**src/rtl/exec_unit_muldiv_pkg.sv**
```systemverilog
// Shared types for the exec unit with M-extension multiply/divide support.
// Operation codes, operand selects, the request params struct and FSM states.
package exec_unit_muldiv_pkg;

    typedef enum logic {
        OP1_RS1 = 1'b0,
        OP1_PC  = 1'b1
    } op1_sel_e;

    typedef enum logic {
        OP2_RS2 = 1'b0,
        OP2_IMM = 1'b1
    } op2_sel_e;

    // Base ALU codes occupy 0..9; the M-extension codes sit at 16..23.
    typedef enum logic [4:0] {
        OP_ADD    = 5'd0,
        OP_SUB    = 5'd1,
        OP_SLL    = 5'd2,
        OP_SLT    = 5'd3,
        OP_SLTU   = 5'd4,
        OP_XOR    = 5'd5,
        OP_SRL    = 5'd6,
        OP_SRA    = 5'd7,
        OP_OR     = 5'd8,
        OP_AND    = 5'd9,
        OP_MUL    = 5'd16,
        OP_MULH   = 5'd17,
        OP_MULHSU = 5'd18,
        OP_MULHU  = 5'd19,
        OP_DIV    = 5'd20,
        OP_DIVU   = 5'd21,
        OP_REM    = 5'd22,
        OP_REMU   = 5'd23
    } exec_op_e;

    typedef struct packed {
        op1_sel_e operand1_sel;
        op2_sel_e operand2_sel;
        exec_op_e exec_op;
    } exec_muldiv_params;

    typedef enum logic [1:0] {
        ST_IDLE = 2'd0,
        ST_MUL  = 2'd1,
        ST_DIV  = 2'd2,
        ST_DONE = 2'd3
    } exec_state_e;

    function automatic logic is_mul_op(input exec_op_e op);
        return op inside {OP_MUL, OP_MULH, OP_MULHSU, OP_MULHU};
    endfunction

    function automatic logic is_div_op(input exec_op_e op);
        return op inside {OP_DIV, OP_DIVU, OP_REM, OP_REMU};
    endfunction

    function automatic logic is_rem_op(input exec_op_e op);
        return op inside {OP_REM, OP_REMU};
    endfunction

    function automatic logic is_signed_div(input exec_op_e op);
        return op inside {OP_DIV, OP_REM};
    endfunction

endpackage

```
**src/rtl/exec_unit_muldiv_div.sv**
```systemverilog
// Radix-2 restoring divider: one quotient bit per clock over XLEN iterations.
// o_done flags the cycle whose edge performs the final step; results are valid then.
module exec_div_iter #(
    parameter int XLEN = 32
) (
    input  logic            clk,
    input  logic            rst,
    input  logic            i_start,
    input  logic            i_signed,
    input  logic [XLEN-1:0] i_dividend,
    input  logic [XLEN-1:0] i_divisor,
    output logic            o_done,
    output logic [XLEN-1:0] o_quotient,
    output logic [XLEN-1:0] o_remainder
);

    localparam int CNT_W = $clog2(XLEN);

    logic              r_active;
    logic [CNT_W-1:0]  r_count;
    logic [XLEN-1:0]   r_quo;
    logic [XLEN-1:0]   r_rem;
    logic [XLEN-1:0]   r_divisor;
    logic              r_neg_q;
    logic              r_neg_r;

    logic              w_dividend_neg;
    logic              w_divisor_neg;
    logic [XLEN-1:0]   w_abs_dividend;
    logic [XLEN-1:0]   w_abs_divisor;
    logic [XLEN:0]     w_rem_shift;
    logic [XLEN:0]     w_diff;
    logic              w_q_bit;
    logic [XLEN-1:0]   w_rem_next;
    logic [XLEN-1:0]   w_quo_next;

    assign w_dividend_neg = i_signed && i_dividend[XLEN-1];
    assign w_divisor_neg  = i_signed && i_divisor[XLEN-1];
    assign w_abs_dividend = w_dividend_neg ? -i_dividend : i_dividend;
    assign w_abs_divisor  = w_divisor_neg ? -i_divisor : i_divisor;

    // The dividend shifts out of the quotient register while quotient bits shift in.
    assign w_rem_shift = {r_rem, r_quo[XLEN-1]};
    assign w_diff      = w_rem_shift - {1'b0, r_divisor};
    assign w_q_bit     = ~w_diff[XLEN];
    assign w_rem_next  = w_q_bit ? w_diff[XLEN-1:0] : w_rem_shift[XLEN-1:0];
    assign w_quo_next  = {r_quo[XLEN-2:0], w_q_bit};

    assign o_done      = r_active && (r_count == CNT_W'(XLEN - 1));
    assign o_quotient  = r_neg_q ? -w_quo_next : w_quo_next;
    assign o_remainder = r_neg_r ? -w_rem_next : w_rem_next;

    always_ff @(posedge clk or posedge rst) begin
        if (rst) begin
            r_active  <= 1'b0;
            r_count   <= '0;
            r_quo     <= '0;
            r_rem     <= '0;
            r_divisor <= '0;
            r_neg_q   <= 1'b0;
            r_neg_r   <= 1'b0;
        end else if (i_start) begin
            r_active  <= 1'b1;
            r_count   <= '0;
            r_quo     <= w_abs_dividend;
            r_rem     <= '0;
            r_divisor <= w_abs_divisor;
            r_neg_q   <= w_dividend_neg ^ w_divisor_neg;
            r_neg_r   <= w_dividend_neg;
        end else if (r_active) begin
            r_quo   <= w_quo_next;
            r_rem   <= w_rem_next;
            r_count <= r_count + CNT_W'(1);
            if (o_done) begin
                r_active <= 1'b0;
            end
        end
    end

endmodule

```
**src/rtl/exec_unit_muldiv.sv**
```systemverilog
// Exec unit with base ALU plus M-extension multiply and iterative divide.
// Single outstanding request; the result is held until the consumer takes it.
module exec_unit_muldiv
    import exec_unit_muldiv_pkg::*;
#(
    parameter int XLEN    = 32,
    parameter int SHAMT_W = $clog2(XLEN)
) (
    input  logic              clk,
    input  logic              rst,
    input  logic              in_valid,
    output logic              in_ready,
    input  logic [XLEN-1:0]   pc,
    input  logic [XLEN-1:0]   rs1,
    input  logic [XLEN-1:0]   rs2,
    input  logic [XLEN-1:0]   imm_val,
    input  exec_muldiv_params params,
    output logic              out_valid,
    input  logic              out_ready,
    output logic [XLEN-1:0]   exec_out,
    output logic              busy
);

    localparam logic [XLEN-1:0] MOST_NEG = {1'b1, {(XLEN-1){1'b0}}};

    exec_state_e       r_state;
    exec_state_e       w_next_state;
    exec_op_e          r_op;
    logic [XLEN-1:0]   r_op1;
    logic [XLEN-1:0]   r_op2;
    logic              r_div_zero;
    logic [XLEN-1:0]   r_exec_out;

    logic              w_accept;
    logic [XLEN-1:0]   w_op1;
    logic [XLEN-1:0]   w_op2;
    logic [SHAMT_W-1:0] w_shamt;
    logic [XLEN-1:0]   w_alu_result;
    logic              w_div_zero;
    logic              w_div_ovf;
    logic              w_div_special;
    logic              w_div_start;
    logic              w_div_signed;
    logic              w_div_done;
    logic [XLEN-1:0]   w_div_quo;
    logic [XLEN-1:0]   w_div_rem;
    logic              w_mul_a_signed;
    logic              w_mul_b_signed;
    logic [2*XLEN-1:0] w_mul_a;
    logic [2*XLEN-1:0] w_mul_b;
    logic [2*XLEN-1:0] w_product;
    logic [XLEN-1:0]   w_mul_result;
    logic [XLEN-1:0]   w_div_special_result;
    logic [XLEN-1:0]   w_stage2_result;

    assign w_accept  = in_valid && (r_state == ST_IDLE);
    assign w_op1     = (params.operand1_sel == OP1_PC)  ? pc      : rs1;
    assign w_op2     = (params.operand2_sel == OP2_IMM) ? imm_val : rs2;
    assign w_shamt   = w_op2[SHAMT_W-1:0];

    assign in_ready  = (r_state == ST_IDLE);
    assign out_valid = (r_state == ST_DONE);
    assign busy      = (r_state != ST_IDLE);
    assign exec_out  = r_exec_out;

    // Single-cycle ALU evaluated on live operands; unknown codes fall through to ADD.
    always_comb begin
        w_alu_result = w_op1 + w_op2;
        case (params.exec_op)
            OP_SUB:  w_alu_result = w_op1 - w_op2;
            OP_SLL:  w_alu_result = w_op1 << w_shamt;
            OP_SLT:  w_alu_result = {{(XLEN-1){1'b0}}, $signed(w_op1) < $signed(w_op2)};
            OP_SLTU: w_alu_result = {{(XLEN-1){1'b0}}, w_op1 < w_op2};
            OP_XOR:  w_alu_result = w_op1 ^ w_op2;
            OP_SRL:  w_alu_result = w_op1 >> w_shamt;
            OP_SRA:  w_alu_result = $signed(w_op1) >>> w_shamt;
            OP_OR:   w_alu_result = w_op1 | w_op2;
            OP_AND:  w_alu_result = w_op1 & w_op2;
            default: ;
        endcase
    end

    // Corner cases are resolved at acceptance so they skip the iterative divider.
    assign w_div_signed  = is_signed_div(params.exec_op);
    assign w_div_zero    = (w_op2 == '0);
    assign w_div_ovf     = w_div_signed && (w_op1 == MOST_NEG) && (w_op2 == '1);
    assign w_div_special = w_div_zero || w_div_ovf;
    assign w_div_start   = w_accept && is_div_op(params.exec_op) && !w_div_special;

    assign w_mul_a_signed = (r_op == OP_MULH) || (r_op == OP_MULHSU);
    assign w_mul_b_signed = (r_op == OP_MULH);
    assign w_mul_a        = {{XLEN{w_mul_a_signed & r_op1[XLEN-1]}}, r_op1};
    assign w_mul_b        = {{XLEN{w_mul_b_signed & r_op2[XLEN-1]}}, r_op2};
    assign w_product      = w_mul_a * w_mul_b;
    assign w_mul_result   = (r_op == OP_MUL) ? w_product[XLEN-1:0] : w_product[2*XLEN-1:XLEN];

    assign w_div_special_result = r_div_zero ? (is_rem_op(r_op) ? r_op1 : '1)
                                             : (is_rem_op(r_op) ? '0 : r_op1);
    assign w_stage2_result      = is_div_op(r_op) ? w_div_special_result : w_mul_result;

    exec_div_iter #(
        .XLEN(XLEN)
    ) u_div (
        .clk         (clk),
        .rst         (rst),
        .i_start     (w_div_start),
        .i_signed    (w_div_signed),
        .i_dividend  (w_op1),
        .i_divisor   (w_op2),
        .o_done      (w_div_done),
        .o_quotient  (w_div_quo),
        .o_remainder (w_div_rem)
    );

    always_ff @(posedge clk or posedge rst) begin
        if (rst) begin
            r_state <= ST_IDLE;
        end else begin
            r_state <= w_next_state;
        end
    end

    // Divide corner cases share the two-cycle multiply path through ST_MUL.
    always_comb begin
        w_next_state = r_state;
        case (r_state)
            ST_IDLE: begin
                if (in_valid) begin
                    if (is_mul_op(params.exec_op) || (is_div_op(params.exec_op) && w_div_special)) begin
                        w_next_state = ST_MUL;
                    end else if (is_div_op(params.exec_op)) begin
                        w_next_state = ST_DIV;
                    end else begin
                        w_next_state = ST_DONE;
                    end
                end
            end
            ST_MUL:  w_next_state = ST_DONE;
            ST_DIV:  if (w_div_done) w_next_state = ST_DONE;
            ST_DONE: if (out_ready) w_next_state = ST_IDLE;
            default: w_next_state = ST_IDLE;
        endcase
    end

    always_ff @(posedge clk or posedge rst) begin
        if (rst) begin
            r_op       <= OP_ADD;
            r_op1      <= '0;
            r_op2      <= '0;
            r_div_zero <= 1'b0;
            r_exec_out <= '0;
        end else begin
            if (w_accept) begin
                r_op       <= params.exec_op;
                r_op1      <= w_op1;
                r_op2      <= w_op2;
                r_div_zero <= w_div_zero;
                if (w_next_state == ST_DONE) begin
                    r_exec_out <= w_alu_result;
                end
            end
            if (r_state == ST_MUL) begin
                r_exec_out <= w_stage2_result;
            end
            if ((r_state == ST_DIV) && w_div_done) begin
                r_exec_out <= is_rem_op(r_op) ? w_div_rem : w_div_quo;
            end
        end
    end

endmodule

```
**config.mk**
```make
export PLATFORM = sky130hd
export DESIGN_NAME = exec_unit_muldiv
export DESIGN_NICKNAME = d
export VERILOG_FILES = /design/src/rtl/exec_unit_muldiv_pkg.sv /design/src/rtl/exec_unit_muldiv_div.sv /design/src/rtl/exec_unit_muldiv.sv
export SDC_FILE = /design/constraint.sdc
export NUM_CORES = 2
export LEC_CHECK = 0
export BUFFER_PORTS_ARGS = -buffer_cell sky130_fd_sc_hd__buf_4
export CAP_MARGIN = 20
export CORE_UTILIZATION = 45
export CTS_CLUSTER_SIZE = 20
export DETAILED_ROUTE_END_ITERATION = 8
export HOLD_SLACK_MARGIN = 0.12
export SLEW_MARGIN = 25
export SYNTH_ARGS = -nofsm -noshare
export SYNTH_HDL_FRONTEND = slang
export SYNTH_HIERARCHICAL = 1
export SYNTH_SLANG_ARGS = --single-unit
```
**constraint.sdc**
```tcl
create_clock -name clk -period 15.33 [get_ports clk]
set_input_delay 0 -clock clk [delete_from_list [all_inputs] [get_ports clk]]
set_output_delay 0 -clock clk [all_outputs]
set_load 0.02 [all_outputs]
```
# [Word-level counts from Yosys, hierarchy flattened]
# Index checks and enable logic that the tools add are counted.
[totals] register_bits=208 inputBits=139 elab_cells=124
[classes] add_sub_neg=8 mul=1 n_lt_le_gt_ge=2 n_eq_ne=31 n_shift=3 n_mux=33 bitwise_logic=7 n_reduce_logical=26
[op_table] cell="32-bit 2-to-1 mux" n=21
[op_table] cell="32-bit case mux with 9 select lines" n=1
[op_table] cell="32-bit negator" n=4
[op_table] cell="5-bit == test (second input constant)" n=16
[op_table] cell="32-bit == test (second input constant)" n=2
[op_table] cell="32-bit less-than comparator" n=2
[op_table] cell="33-bit by 33-bit multiplier with 64-bit output" n=1
[op_table] cell="33-bit by 32-bit subtractor with 33-bit output" n=1
[op_table] cell="32-bit adder" n=1
[op_table] cell="32-bit AND" n=1
[op_table] cell="32-bit zero test" n=1
[op_table] cell="32-bit OR" n=1
[op_table] cell="32-bit by 5-bit left shift with 32-bit output" n=1
[op_table] cell="32-bit by 5-bit right shift with 32-bit output" n=1
[op_table] cell="32-bit by 5-bit >>> shifter with 32-bit output" n=1
[op_table] cell="32-bit subtractor" n=1
[op_table] cell="32-bit XOR" n=1
[op_table] cell="5-bit by 3-bit == test with 1-bit output (second input constant)" n=4
[op_table] cell="4-bit nonzero test" n=3
[op_table] cell="5-bit by 2-bit == test with 1-bit output (second input constant)" n=2
[op_table] cell="5-bit by 4-bit == test with 1-bit output (second input constant)" n=2
[op_table] cell="1-bit logical AND" n=10
[op_table] cell="5-bit 2-to-1 mux" n=2
[op_table] cell="2-bit 2-to-1 mux" n=4
[op_table] cell="15 further kinds" n=27

# [Longest topological paths before layout]
[depth] ltp_word=15 mapped_depth=33 ltp_nobuf=31

# [Cells and area by module]
# Netlist, hierarchy kept.
[modules_own_cells] module="exec_unit_muldiv" n_inst=1 cells_per_inst=6376 area_per_inst_um2=52865.7
[modules_own_cells] module="exec_div_iter" n_inst=1 cells_per_inst=1191 area_per_inst_um2=9444.1

# [Worst setup path after synthesis]
# Ideal clock, no wire load.
[synth_path] path_type="flip-flop to flip-flop" from="register r_op[0]" to="register r_exec_out[31], in the netlist exec_out[31]" setup_time_ns=0.129 t_arrival_ns=8.309 required_ns=15.201 slack_ns=6.892 stages_incl_launch_ff=34 synth_period_minus_slack_ns=8.438 path_cell_list="dfrtp_1 xor2_1 nand2_1 nor2_1 clkbuf_1 nand2_1 inv_1 fa_1 inv_1 fa_1 inv_1 fa_1 inv_1 fa_1 inv_1 fa_1 fa_1 inv_1 fa_1 fa_1 inv_1 ha_1 clkbuf_1 a21o_1 a21o_1 a21oi_1 o21ai_0 a21o_1 a21oi_1 and2_1 a21oi_1 o221a_2 o21ai_0 a31oi_1"
[synth_between] elab_chain_len=8 elab_cells_between_ends=21
[synth_lines] element="start, declared" line_no="exec_unit_muldiv.sv:28" rtl="exec_op_e r_op;"
[synth_lines] element="start signal, assigned" line_no="exec_unit_muldiv.sv:154" rtl="r_op <= params.exec_op;"
[synth_lines] element="5-bit == test, on equally long branches" line_no="exec_unit_muldiv.sv:90, exec_unit_muldiv.sv:91"
[synth_lines] element="1-bit logical OR" line_no="exec_unit_muldiv.sv:90" rtl="assign w_mul_a_signed = (r_op == OP_MULH) || (r_op == OP_MULHSU);"
[synth_lines] element="1-bit AND" line_no="exec_unit_muldiv.sv:92" rtl="assign w_mul_a = {{XLEN{w_mul_a_signed & r_op1[XLEN-1]}}, r_op1};"
[synth_lines] element="33-bit by 33-bit multiplier with 64-bit output" line_no="exec_unit_muldiv.sv:94" rtl="assign w_product = w_mul_a * w_mul_b;"
[synth_lines] element="32-bit 2-to-1 mux" line_no="exec_unit_muldiv.sv:95" rtl="assign w_mul_result = (r_op == OP_MUL) ? w_product[XLEN-1:0] : w_product[2*XLEN-1:XLEN];"
[synth_lines] element="32-bit 2-to-1 mux" line_no="exec_unit_muldiv.sv:99" rtl="assign w_stage2_result = is_div_op(r_op) ? w_div_special_result : w_mul_result;"
[synth_lines] element="32-bit 2-to-1 mux" line_no="exec_unit_muldiv.sv:162" rtl="if (r_state == ST_MUL) begin"
[synth_lines] element="32-bit 2-to-1 mux (*)" line_no="exec_unit_muldiv.sv:165" rtl="if ((r_state == ST_DIV) && w_div_done) begin"
[synth_lines] element="end signal, assigned" line_no="exec_unit_muldiv.sv:159" rtl="r_exec_out <= w_alu_result;"
[synth_lines] element="end signal, assigned" line_no="exec_unit_muldiv.sv:163" rtl="r_exec_out <= w_stage2_result;"
[synth_lines] element="end signal, assigned" line_no="exec_unit_muldiv.sv:166" rtl="r_exec_out <= is_rem_op(r_op) ? w_div_rem : w_div_quo;"
[synth_lines] element="end, declared" line_no="exec_unit_muldiv.sv:32" rtl="logic [XLEN-1:0] r_exec_out;"
# Mark *: on every way between the ends. The rest lies on a longest branch, timed or not.
# A chain may end at the register's enable or synchronous reset.

# [Final worst setup path]
[layout_path] from="register r_op[1]" to="register r_exec_out[31], in the netlist exec_out[31]"
# The elaborated chain is that of the path after synthesis.

==> impl_metrics.tcl <==
set metrics [dict create \
    ys_seq_area_frac 0.08353 \
    antenna_found_initial 12 \
    clock_path_buffers 3 \
    nNetsFinal 9196 \
    vias 55580 \
    syn_to_final_growth_pct 8.659 \
    fin_skew_ns 0.04788 \
    dieWidth_um 374.1 \
    layout_common_cells "inv_1 (1311), nand2_1 (1200), fa_1 (1128)" \
    grt_first_pass_wirelength_um 370200 \
    viasPerCell 5.912 \
    synth_seq_cells 208 \
    slowest_stage "dfrtp_1" \
    cp_slowest_stage_delay_ns 0.92 \
    finalSetupViolations 0 \
    drive_gt1_frac 0.06681 \
    ys.warnings.count 6 \
    cpMostUsedCell "fa_1" \
    gp_congestion 1.030 \
    yosysTopAreaCellShare 0.3624 \
    cts_root_buf "clkbuf_16" \
    syn-num-nets 9181 \
    relSlewSlack 0.1864 \
    final_area_mm2 0.06770 \
    cp-start-kind "flip-flop" \
    crit_type "flip-flop to flip-flop" \
    outcome "completed" \
    synth.avg_cell_area_um2 8.234 \
    grt-ovfl-total 0 \
    cp.required_ns 15.82 \
    syn_inst 7567 \
    min_period_ns 9.960 \
    drv_cap 0 \
    synth_ff_type "dfrtp_1" \
    path_max_fanout 31 \
    hpwl_um 193700 \
    clk_pin_slew_ns 0.08 \
    worst_pin_slew_ns 1.186 \
    period_share 0.6497 \
    reg2reg_depth 32 \
    drt_wl_total_um 247600 \
    finalHoldViolCount 0 \
    start_util 0.4532 \
    synthArstFlopShare 1.000 \
    ys_types 104 \
    holdCritPathClass "primary input to async pin" \
    synth_edf_count 0 \
    cts_tree "yes" \
    num_io_pins 174 \
    num-fill-cells 13410 \
    cp-end-kind "flip-flop" \
    insertion_delay_ns 0.64 \
    cts.repair.resized 0 \
    die_h_um 374.1 \
    final_max_slew_viol_count 0 \
    wl_per_cell_um 26.34 \
    fin_util 0.4924 \
    dr.pass1.iters 7 \
    grtUsageTotal 0.3550 \
    worstPathArrival_ns 10.45 \
    port_buffers 173 \
    ctsHoldBuffers 133 \
    drc_errors 0 \
    netlist_area_mm2 0.06231 \
    die_area_mm2 0.1400 \
    post_cts_buffers 0 \
    drt_iter0_markers 5262 \
    synth.largest_area_cell "fa_1" \
    grt_max_degree 115 \
    setup_tns_ns 0 \
    post_dp_cell_area_mm2 0.06530 \
    core-area_mm2 0.1375 \
    placementRows 136 \
    cts.sinks 208 \
    synthTopCellsByArea "fa_1 (36%), dfrtp_1 (8.4%), inv_1 (7.9%)" \
    final_common_cell "inv_1" \
    rsz0062_at_grt "no" \
    cts-htree-levels 1 \
    cts_buffers 29 \
    antenna_left 0 \
    max_freq_mhz 100.4 \
    first_global_vias 56020 \
]
[logic make-up after synthesis]
kind of cell | Yosys count | share of synthesized area
DFF | 208 | 0.08353
muxes | 243 | 0.04028
adders and majority gates | 1475 | 0.4321
and+or+nand+nor | 2324 | 0.1689
AOI/OAI and AO/OA | 1251 | 0.1275
xor gates and xnor gates | 256 | 0.03629
buffers and inverters | 1810 | 0.1115
[metrics by stage]
stage / instances / setup WS [ns] / hold WS [ns]
floorplan: 7567 / 6.892 / 0.1081
global placement: 9211 / 5.500 / 0.2095
detailed placement: 9212 / 5.493 / 0.2118
CTS: 9398 / 5.452 / 0.1363
global route: 9398 / 4.795 / 0.1927
finish: 9400 / 5.370 / 0.1342
[area by class of cell]
cell class / instances / area (µm²) / share of cell area
multi-input cells: 5549 / 50330 / 0.7434
flip-flops and latches: 208 / 5210 / 0.07695
inverters: 1322 / 4972 / 0.07344
repair buffers: 472 / 3880 / 0.05731
well taps: 1794 / 2245 / 0.03315
clock buffers: 37 / 825.8 / 0.01220
clock inverters: 16 / 234.0 / 0.003456
diodes: 2 / 5.005 / 0.00007392
[sequential cells by signal, indices dropped and copies added, names as in the netlist]
name	cells
u_div/r_neg_q	1
u_div/r_count	5
u_div/r_rem	32
exec_out	32
r_op	5
r_div_zero	1
u_div/r_divisor	32
u_div/r_active	1
u_div/r_quo	32
r_state	2
u_div/r_neg_r	1
r_op1	32
r_op2	32
[critical path: cells and delay by family (launching register included)]
family	cells	cell delay, ns
AO/OA/AOI/OAI	10	1.68
flip-flops	1	0.92
XOR/XNOR	1	0.19
AND/OR/NAND/NOR	4	0.50
adder cells (fa/ha/maj)	9	5.05
buffers and inverters	8	1.44
[cells in the mapped netlist (10+ instances only)]
master / instances
o22ai_1: 10
and2_1: 334
nand4_1: 47
o21bai_1: 20
buf_6: 11
or3_1: 22
nor2_1: 379
o221ai_1: 18
a21boi_0: 11
a311oi_1: 14
nor3_1: 66
o31ai_1: 36
a211oi_1: 75
fa_1: 1128
xor2_1: 85
buf_2: 35
buf_1: 17
o2111ai_1: 19
nand2_1: 1202
a221oi_1: 22
nand2b_1: 34
a31oi_1: 62
a22oi_1: 16
and3_1: 24
dfrtp_1: 208
ha_1: 347
mux2_2: 11
o41ai_1: 12
nor2b_1: 21
o211ai_1: 55
mux2i_1: 222
a21o_1: 52
inv_1: 1314
o21ai_0: 320
a21oi_1: 349
nor4_1: 45
o21ai_1: 33
clkbuf_1: 418
nand3_1: 81
a2111oi_0: 12
xnor2_1: 170
o21a_1: 23
or2_2: 16
[metal layers]
layer / global-route usage / share of wire / vias up / wire (µm)
met5: 0 / 0.00036 / - / 88
met4: 0.1679 / 0.058 / 12 / 14470
met3: 0.06468 / 0.089 / 582 / 22050
met2: 0.5504 / 0.45 / 2677 / 110200
met1: 0.4797 / 0.41 / 28370 / 100800
li1: - / - / 23940 / -
[final timing paths]
kind / start / end / slack [ns]
worst max-delay path: r_op[1] / exec_out[31] / 5.37
worst min-delay path: rst / r_op1[20] / 0.13
worst max register to register: r_op[1] / exec_out[31] / 5.37
worst min register to register: r_op1[0] / r_op1[0] / 0.48
max in group asynchronous: rst / r_op2[27] / 13.90
min in group clk: pc[19] / u_div/r_quo[19] / 0.19
Power is not shown: default switching activity piles up to over one toggle a cycle in this logic, so the estimate is an artifact.
